$ cat src/rtl/amiga_kbd_pkg.sv
// Shared constants and enumerations for the Amiga keyboard handshake queue.
package amiga_kbd_pkg;

  // Protocol keycodes generated by the sequencer itself
  localparam logic [7:0] KC_INIT_POWERUP = 8'hFD;
  localparam logic [7:0] KC_TERM_POWERUP = 8'hFE;
  localparam logic [7:0] KC_BUF_OVERFLOW = 8'hFA;
  localparam logic [7:0] KC_LOST_SYNC    = 8'hF9;

  // Origin of the code currently outstanding on the serial link
  typedef enum logic [2:0] {
    SRC_INIT1 = 3'd0,
    SRC_INIT2 = 3'd1,
    SRC_OVF   = 3'd2,
    SRC_FIFO  = 3'd3,
    SRC_LSYNC = 3'd4
  } kbd_src_e;

  // Sequencer states
  typedef enum logic [2:0] {
    ST_INIT_FD  = 3'd0,
    ST_INIT_FE  = 3'd1,
    ST_IDLE     = 3'd2,
    ST_WAIT_ACK = 3'd3,
    ST_RESYNC   = 3'd4
  } kbd_state_e;

endpackage

$ cat src/rtl/amiga_kbd_fifo.sv
// Synchronous keycode FIFO. A push into a full FIFO is ignored unless a pop
// happens on the same edge, in which case both are performed.
module amiga_kbd_fifo #(
  parameter  int unsigned DEPTH = 8,
  localparam int unsigned AW    = $clog2(DEPTH),
  localparam int unsigned CW    = $clog2(DEPTH + 1)
) (
  input  logic          clk,
  input  logic          reset,
  input  logic          push,
  input  logic [7:0]    push_data,
  input  logic          pop,
  output logic [7:0]    head,
  output logic [CW-1:0] count,
  output logic          full
);

  logic [7:0]    mem_q [DEPTH];
  logic [AW-1:0] rd_ptr_q, rd_ptr_d;
  logic [AW-1:0] wr_ptr_q, wr_ptr_d;
  logic [CW-1:0] count_q, count_d;
  logic          push_ok_s;
  logic          pop_ok_s;

  // Qualify push/pop and compute next pointers and occupancy
  always_comb begin
    pop_ok_s  = pop && (count_q != '0);
    push_ok_s = push && ((count_q != CW'(DEPTH)) || pop_ok_s);

    if (pop_ok_s) begin
      rd_ptr_d = rd_ptr_q + AW'(1);
    end else begin
      rd_ptr_d = rd_ptr_q;
    end

    if (push_ok_s) begin
      wr_ptr_d = wr_ptr_q + AW'(1);
    end else begin
      wr_ptr_d = wr_ptr_q;
    end

    if (push_ok_s && !pop_ok_s) begin
      count_d = count_q + CW'(1);
    end else if (pop_ok_s && !push_ok_s) begin
      count_d = count_q - CW'(1);
    end else begin
      count_d = count_q;
    end
  end

  // Pointer and occupancy registers
  always_ff @(posedge clk) begin
    if (reset) begin
      rd_ptr_q <= '0;
      wr_ptr_q <= '0;
      count_q  <= '0;
    end else begin
      rd_ptr_q <= rd_ptr_d;
      wr_ptr_q <= wr_ptr_d;
      count_q  <= count_d;
    end
  end

  // Storage write; contents need no reset since the pointers define validity
  always_ff @(posedge clk) begin
    if (push_ok_s) begin
      mem_q[wr_ptr_q] <= push_data;
    end
  end

  assign head  = mem_q[rd_ptr_q];
  assign count = count_q;
  assign full  = (count_q == CW'(DEPTH));

endmodule

$ cat src/rtl/amiga_kbd_handshake_queue.sv
// Keycode queue and Amiga keyboard protocol sequencer: buffers incoming
// keycodes, releases one at a time, waits for the CIA-A handshake and handles
// power-up codes, overflow reporting and lost-sync recovery.
module amiga_kbd_handshake_queue
  import amiga_kbd_pkg::*;
#(
  parameter  int unsigned DEPTH         = 8,
  parameter  int unsigned TIMEOUT_TICKS = 1013000,
  localparam int unsigned TW            = $clog2(TIMEOUT_TICKS + 1),
  localparam int unsigned CW            = $clog2(DEPTH + 1)
) (
  input  logic          clk,
  input  logic          reset,
  input  logic          clk7_en,
  input  logic          in_strobe,
  input  logic [7:0]    in_data,
  input  logic          keyack,
  output logic          out_strobe,
  output logic [7:0]    out_data,
  output logic          busy,
  output logic [CW-1:0] fifo_count,
  output logic          lost_sync
);

  kbd_state_e    state_q, state_d;
  logic [7:0]    cur_code_q, cur_code_d;
  kbd_src_e      cur_src_q, cur_src_d;
  logic [7:0]    retry_code_q, retry_code_d;
  kbd_src_e      retry_src_q, retry_src_d;
  logic [TW-1:0] timer_q, timer_d;
  logic          out_strobe_q, out_strobe_d;
  logic [7:0]    out_data_q, out_data_d;
  logic          busy_q, busy_d;
  logic          lost_sync_q, lost_sync_d;
  logic          ovf_pend_q, ovf_pend_d;

  logic          push_s;
  logic          pop_s;
  logic          issue_s;
  logic [7:0]    issue_code_s;
  kbd_src_e      issue_src_s;
  logic [7:0]    fifo_head_s;
  logic [CW-1:0] fifo_cnt_s;
  logic          fifo_full_s;

  assign push_s = clk7_en && in_strobe;

  amiga_kbd_fifo #(.DEPTH(DEPTH)) u_fifo (
    .clk       (clk),
    .reset     (reset),
    .push      (push_s),
    .push_data (in_data),
    .pop       (pop_s),
    .head      (fifo_head_s),
    .count     (fifo_cnt_s),
    .full      (fifo_full_s)
  );

  // Sequencer next-state: decide issue/ack/timeout on each enabled tick
  always_comb begin
    state_d      = state_q;
    cur_code_d   = cur_code_q;
    cur_src_d    = cur_src_q;
    retry_code_d = retry_code_q;
    retry_src_d  = retry_src_q;
    timer_d      = timer_q;
    out_strobe_d = out_strobe_q;
    out_data_d   = out_data_q;
    busy_d       = busy_q;
    lost_sync_d  = lost_sync_q;
    ovf_pend_d   = ovf_pend_q;
    pop_s        = 1'b0;
    issue_s      = 1'b0;
    issue_code_s = 8'h00;
    issue_src_s  = SRC_FIFO;

    if (clk7_en) begin
      // The strobe lasts exactly one enable period unless re-issued below
      out_strobe_d = 1'b0;

      case (state_q)
        ST_INIT_FD: begin
          issue_s      = 1'b1;
          issue_code_s = KC_INIT_POWERUP;
          issue_src_s  = SRC_INIT1;
        end
        ST_INIT_FE: begin
          issue_s      = 1'b1;
          issue_code_s = KC_TERM_POWERUP;
          issue_src_s  = SRC_INIT2;
        end
        ST_IDLE: begin
          if (ovf_pend_q) begin
            issue_s      = 1'b1;
            issue_code_s = KC_BUF_OVERFLOW;
            issue_src_s  = SRC_OVF;
          end else if (fifo_cnt_s != '0) begin
            issue_s      = 1'b1;
            issue_code_s = fifo_head_s;
            issue_src_s  = SRC_FIFO;
          end else begin
            issue_s = 1'b0;
          end
        end
        ST_WAIT_ACK: begin
          if (keyack) begin
            // Any acknowledged code other than 0xF9 ends a resync episode
            if (cur_src_q != SRC_LSYNC) begin
              lost_sync_d = 1'b0;
            end else begin
              lost_sync_d = lost_sync_q;
            end
            case (cur_src_q)
              SRC_INIT1: begin
                state_d = ST_INIT_FE;
              end
              SRC_LSYNC: begin
                state_d = ST_RESYNC;
              end
              SRC_FIFO: begin
                pop_s   = 1'b1;
                state_d = ST_IDLE;
                busy_d  = 1'b0;
              end
              SRC_OVF: begin
                ovf_pend_d = 1'b0;
                state_d    = ST_IDLE;
                busy_d     = 1'b0;
              end
              default: begin
                state_d = ST_IDLE;
                busy_d  = 1'b0;
              end
            endcase
          end else if (timer_q == '0) begin
            lost_sync_d = 1'b1;
            // Keep the original code when 0xF9 itself times out
            if (cur_src_q != SRC_LSYNC) begin
              retry_code_d = cur_code_q;
              retry_src_d  = cur_src_q;
            end else begin
              retry_code_d = retry_code_q;
              retry_src_d  = retry_src_q;
            end
            issue_s      = 1'b1;
            issue_code_s = KC_LOST_SYNC;
            issue_src_s  = SRC_LSYNC;
          end else begin
            timer_d = timer_q - TW'(1);
          end
        end
        ST_RESYNC: begin
          issue_s      = 1'b1;
          issue_code_s = retry_code_q;
          issue_src_s  = retry_src_q;
        end
        default: begin
          state_d = ST_INIT_FD;
        end
      endcase

      if (issue_s) begin
        cur_code_d   = issue_code_s;
        cur_src_d    = issue_src_s;
        out_data_d   = issue_code_s;
        out_strobe_d = 1'b1;
        timer_d      = TW'(TIMEOUT_TICKS);
        busy_d       = 1'b1;
        state_d      = ST_WAIT_ACK;
      end else begin
        state_d = state_d;
      end

      // A dropped keycode must be reported even if 0xFA is acked this tick
      if (in_strobe && fifo_full_s && !pop_s) begin
        ovf_pend_d = 1'b1;
      end else begin
        ovf_pend_d = ovf_pend_d;
      end
    end else begin
      state_d = state_q;
    end
  end

  // Sequencer registers, including all registered outputs
  always_ff @(posedge clk) begin
    if (reset) begin
      state_q      <= ST_INIT_FD;
      cur_code_q   <= 8'h00;
      cur_src_q    <= SRC_INIT1;
      retry_code_q <= 8'h00;
      retry_src_q  <= SRC_INIT1;
      timer_q      <= '0;
      out_strobe_q <= 1'b0;
      out_data_q   <= 8'h00;
      busy_q       <= 1'b0;
      lost_sync_q  <= 1'b0;
      ovf_pend_q   <= 1'b0;
    end else begin
      state_q      <= state_d;
      cur_code_q   <= cur_code_d;
      cur_src_q    <= cur_src_d;
      retry_code_q <= retry_code_d;
      retry_src_q  <= retry_src_d;
      timer_q      <= timer_d;
      out_strobe_q <= out_strobe_d;
      out_data_q   <= out_data_d;
      busy_q       <= busy_d;
      lost_sync_q  <= lost_sync_d;
      ovf_pend_q   <= ovf_pend_d;
    end
  end

  assign out_strobe = out_strobe_q;
  assign out_data   = out_data_q;
  assign busy       = busy_q;
  assign fifo_count = fifo_cnt_s;
  assign lost_sync  = lost_sync_q;

endmodule

$ cat config.mk
export PLATFORM = sky130hd
export DESIGN_NAME = amiga_kbd_handshake_queue
export DESIGN_NICKNAME = d
export VERILOG_FILES = /design/src/rtl/amiga_kbd_pkg.sv /design/src/rtl/amiga_kbd_fifo.sv /design/src/rtl/amiga_kbd_handshake_queue.sv
export SDC_FILE = /design/constraint.sdc
export NUM_CORES = 1
export LEC_CHECK = 0
export BUFFER_PORTS_ARGS = -buffer_cell sky130_fd_sc_hd__buf_2
export CORE_AREA = 2 2 128 117
export CTS_CLUSTER_SIZE = 12
export DETAILED_ROUTE_END_ITERATION = 8
export DIE_AREA = 0 0 130 119
export HOLD_SLACK_MARGIN = 0.15
export MAX_ROUTING_LAYER = met4
export PLACE_DENSITY = 0.59
export SLEW_MARGIN = 20
export SYNTH_ARGS = -nofsm -noshare
export SYNTH_HDL_FRONTEND = slang
export SYNTH_SLANG_ARGS = --single-unit
export TNS_END_PERCENT = 1
$ cat constraint.sdc
create_clock -name clk -period 7.9 [get_ports clk]
set_input_delay 1.185 -clock clk [delete_from_list [all_inputs] [get_ports clk]]
set_output_delay 1.185 -clock clk [all_outputs]
set_load 0.01 [all_outputs]
; Yosys cells after proc, flatten, opt, wreduce, memory -nomap -nowiden
; Memories as Yosys holds them, arrays and structs flattened. A register that Yosys moved wholly into a read port is not among the register bits.
; Index checks and enable logic that the tools add are counted.
[totals]
ff_bits = 59
ram_bits = 64
n_memories = 1
[mem_list]
columns = memory, depth, width, read_ports, rd_ports_with_merged_regs, wr, line
row1 = u_fifo.mem_q, 8, 8, 1, 1, 1, amiga_kbd_fifo.sv:18  ; logic [7:0] mem_q [DEPTH];
[classes]
addsub = 5
eq_ne = 16
n_mux = 46
n_bitwise = 1
n_reduce_logical = 32
[ops]
columns = operator, n
row1 = $mux 20, 4
row2 = $pmux 8 s5, 1
row3 = $mux 8, 4
row4 = $mux 1, 25
row5 = $logic_not 20->1, 1
row6 = $sub 20x1->20 const B, 1
row7 = $mux 3, 6
row8 = $reduce_and 4->1, 4
row9 = $pmux 3 s5, 1
row10 = $reduce_bool 2->1, 7
row11 = $eq 3x2->1 const B, 4
row12 = $pmux 3 s2, 2
row13 = $ne 2x1->1 const B, 5
row14 = $mux 4, 2
row15 = $logic_and 1x1->1, 7
row16 = $add 3x1->3 const B, 2
row17 = $eq 3x3->1 const B, 2
row18 = $logic_not 3->1, 2
row19 = $ne 3x3->1 const B, 2
row20 = $reduce_and 5->1, 1
row21 = $add 4x1->4 const B, 1
row22 = $eq 4x4->1 const B, 1
row23 = $ne 4x4->1 const B, 1
row24 = $reduce_bool 4->1, 1
row25 = other kinds (11), 13

; Logic depth before layout (Yosys ltp)
[logic_depth]
depth_word = 13
mapped_depth = 13
ltp_nobuf = 12

; Cells and area by module
; From an unflattened synthesis, not the netlist that was laid out.
[unflattened]
hier_cells = 466
hier_area_um2 = 5612.9
[modules_own_cells]
columns = module, n_inst, cells_per_inst, area_per_inst_um2, seq_area_each_um2
row1 = amiga_kbd_fifo, 1, 164, 3061.7, 2182.1
row2 = amiga_kbd_handshake_queue, 1, 302, 2551.2, 980.9

; Worst setup path after synthesis
; Ideal clock, no wire load.
[synth_path]
path_kind = input-to-reg
startpoint = input clk7_en
endpoint = register u_fifo.count_q[3] (netlist: u_fifo.count[3])
arrival_time_ps = 3469
required_time_ps = 7829
path_slack_ps = 4360
cell_stages = 12
path_cell_list = clkbuf_1 -> nand4b_1 -> nor3_1 -> inv_1 -> ha_1 -> inv_1 -> ha_1 -> a21o_1 -> a21oi_1 -> xnor2_1 -> or3_1 -> a21oi_1
[synth_between]
elab_chain_cells = 7
elab_cells_between_ends = 11
classes_between = mux: 2 / reduce/logical: 9
[synth_lines]
columns = item, line
row1 = start: declaration, amiga_kbd_handshake_queue.sv:14  ; input logic clk7_en,
row2 = $mux 1, amiga_kbd_handshake_queue.sv:77  ; if (clk7_en) begin
row3 = $logic_and 1x1->1, amiga_kbd_fifo.sv:27  ; pop_ok_s = pop && (count_q != '0);
row4 = $logic_or 1x1->1, amiga_kbd_fifo.sv:28  ; push_ok_s = push && ((count_q != CW'(DEPTH)) || pop_ok_s);
row5 = $logic_and 1x1->1, amiga_kbd_fifo.sv:28
row6 = $logic_not 1->1, amiga_kbd_fifo.sv:44  ; end else if (pop_ok_s && !push_ok_s) begin
row7 = $logic_and 1x1->1, amiga_kbd_fifo.sv:44
row8 = $reduce_bool 2->1 (no line), n/a
row9 = end signal: assignment, amiga_kbd_fifo.sv:60  ; count_q <= count_d;
row10 = end: declaration, amiga_kbd_fifo.sv:21  ; logic [CW-1:0] count_q, count_d;
; Several ways; a longest one is shown, not always the timed one.
; A chain may end at the register's enable or synchronous reset.

; Worst setup path after layout
[layout_path]
startpoint = register state_q[1]
endpoint = register u_fifo.count_q[3] (netlist: u_fifo.count[3])
[layout_between]
elab_chain_cells = 10
elab_cells_between_ends = 13
classes_between = eq/ne: 1 / mux: 4 / reduce/logical: 8
[layout_lines]
columns = item, line
row1 = start: declaration, amiga_kbd_handshake_queue.sv:25  ; kbd_state_e state_q, state_d;
row2 = start signal: assignment, amiga_kbd_handshake_queue.sv:200  ; state_q <= state_d;
row3 = $eq 3x2->1 *, amiga_kbd_handshake_queue.sv:81  ; case (state_q)
row4 = $mux 1 *, amiga_kbd_handshake_queue.sv:81
row5 = $mux 1 * (2 in a row), amiga_kbd_handshake_queue.sv:77
row6 = $logic_and 1x1->1 *, amiga_kbd_fifo.sv:27
row7 = $logic_or 1x1->1 *, amiga_kbd_fifo.sv:28
row8 = $logic_and 1x1->1 *, amiga_kbd_fifo.sv:28
row9 = net u_fifo.push_ok_s, amiga_kbd_fifo.sv:22  ; logic push_ok_s;
row10 = $logic_not 1->1, amiga_kbd_fifo.sv:44
row11 = $logic_and 1x1->1, amiga_kbd_fifo.sv:44
row12 = $reduce_bool 2->1 (no line), n/a
; Mark *: on every way through the listed nets, which the timed path passes. The rest lies on a longest branch. The select of a mux whose other input is x is not followed.

==> metrics.txt <==
Tcrit/Tclk final 43.3%; die area 0.0155 sq mm; Setup CP Type flip-flop to flip-flop; HP Class flip-flop to flip-flop; Cell Pwr Density 260 mW/mm^2; DRC viols 0; die width 130 um; Setup WS post-layout 4.48 ns; final-report max-slew violation count 0; clock sink total 126; IO Port Bufs 27; Top delay family on crit path simple AND/OR/NAND/NOR gates; WL/cell 17.8 um; CTS tree done; ant diodes 0; RSZ-0062 raised after global routing no; Synth area leader edfxtp_1; largest net degree at the start of global routing 48; Initial Util 38.8%; minimum clock period 3.42 ns; Overall Global Routing Usage 17.7%; Placer Congestion 0.854; WP buf/inv 2; Max FO, Critical Path 17; Worst-path clk slew 0.06 ns; HPWL after DPL 8.30 mm; Synth Flop Type edfxtp_1; FILL cells 1,304; Crit path largest cell delay 0.67 ns; Root Buffer clkbuf_16; share of cells above drive strength 1 19.2%; Max Fclk 0.292 GHz; CTS buffer count 17; syn_nets 481; row cnt 42; Setup TNS 0 ns; Final Instance Area 0.00644 sq mm; synth cell count leaders edfxtp_1 (64), dfxtp_1 (62), nor2_1 (52); CP required 8.24 ns; footprint of the multi-input gates 0.00225 sq mm; first-pass GRT wire length 20.0 mm; IO Pins 28; die height 119 um; CTS max path bufs 2; number of max-cap violations 0; post-cts gate resize count 0; Mapped Cells 460; Lkg Pwr 0.00221 uW; Yosys cell types 60; CTS H-tree lvls 4; via/cell ratio 5.45; yosys warns 0; cells taking the most area after synthesis edfxtp_1 (35%), dfxtp_1 (22%), mux4_2 (6.5%); Final nets 509; setup bufs post-CTS 0; total wire length 12.4 mm; 1st-pass router iterations 5; hold_buf cts 0; CP Launch Type flip-flop; Core Area 0.0143 sq mm; Synth Register Bits 126; Mapped Area 0.00557 sq mm; number of global-route vias before repair 3,736; most frequent cell after synthesis edfxtp_1; Clock Skew 0.00934 ns; fin util 44.9%; DP Worst Slack 4.12 ns; sequential cell area 0.00316 sq mm; initial antenna violation count 0; Cell Area, Placed 0.00587 sq mm; Slowest-stage cell, CP dfxtp_1; ys async rst share 0%; Crit. End Element flip-flop; Syn Area/Cell 12.1 sq um; post-route ant nets 0; Slew headroom 25.9%; CP cell instances nand3b_1, o211ai_1, nand3_1, inv_1, ha_1, inv_1, ha_1, a21o_1, a21oi_1, xnor2_1, or3_1, a21oi_1; post-synthesis sequential area ratio 56.8%; total gr overflow 0; Final Hold Fails 0; CP arrival 3.76 ns; outcome completed; Worst Tran Pin Value 1.10 ns; Initial DRC Count 251; Via Count 3,811; Final setup viols 0; clock latency on the worst-skew pair 0.41 ns; P&R area growth vs syn 15.8%; top cell type's share of synthesized area 34.5%; VDD IR max 184 uV; EDFF count, synth 64
[logic make-up (layout without fill, tap and decap cells)]
group           after synthesis  in the layout  synth area share, %
compound gates               83             83                 10.3
xor+xnor                     17             17                 2.68
fa+ha+maj                     9              9                 2.11
buf+inv                      35             76                 2.90
flops                       126            126                 56.8
mux                          39             39                 10.6
simple gates                151            151                 14.6
[placed cells by master, fill, tap and decap left out, types with 4 or more instances in the layout]
master,count
dfxtp_1,61
clkinv_2,4
buf_2,27
xor2_1,4
or3_1,7
nor3_1,19
buf_4,6
or4_1,6
a211oi_1,6
o22ai_1,4
a21oi_1,28
mux2i_1,22
nor2_1,52
xnor2_1,13
nand3_1,7
nor4_1,12
inv_1,10
o41ai_1,4
mux4_2,16
nand2b_1,5
clkbuf_16,17
o21ai_0,11
nand2_1,16
ha_1,7
edfxtp_1,64
a21o_1,6
[tightest hold or removal path, stage by stage (launching register included)]
cell	delay [ns]
dfxtp_1	0.30
nand2_1	0.05
a21oi_1	0.05
[where the power goes]
part	switching (uW)	leakage, uW	internal [uW]
combinational	117	0.000856	78.3
sequential	30.5	0.00109	715
clock	274	0.000273	460
total	422	0.00221	1250
[layout make-up]
class / instances / share of cell area [%]
multi-input combinational: 299 / 34.9
timing repair buffer: 33 / 2.80
tap: 198 / 3.85
clock buffer: 20 / 6.78
inverter: 11 / 0.641
clock inverter: 12 / 1.88
sequential: 126 / 49.1
[sequential cells by signal, summed over array words and instances, names as in the netlist, named ones only]
name and count:
u_fifo.mem_q 64, timer_q 20, out_data 8, retry_code_q 8
u_fifo.count 4, cur_src_q 3, retry_src_q 3, state_q 3
u_fifo.rd_ptr_q 3, u_fifo.wr_ptr_q 3, busy 1, lost_sync 1
out_strobe 1, ovf_pend_q 1
[metal layers]
metal	up-vias	global-route usage [%]	wire [um]	share of wire, %
met3	16	5.21	562	4.5
met1	1890	23.0	5700	46
met2	90	26.3	5990	48
met5	-	-	0	0
met4	0	6.65	160	1.3
li1	1815	-	-	-
[per-stage QoR]
stage | hold WS (ns) | power [uW] | instances
6_report | 0.456 | 1670 | 699
3_3_place_gp | 0.443 | 946 | 666
5_1_grt | 0.486 | 1750 | 699
2_1_floorplan | 0.454 | 895 | 460
3_5_place_dp | 0.453 | 952 | 666
4_1_cts | 0.461 | 1690 | 698
[worst paths after layout]
check,from,end,slack [ns],depth (start not counted)
min reg2reg,out_strobe,out_strobe,0.46,2
max,state_q[1],u_fifo.count[3],4.48,12
max reg2reg,state_q[1],u_fifo.count[3],4.48,12
min,out_strobe,out_strobe,0.46,2
Power figures use the tool's default switching activity.
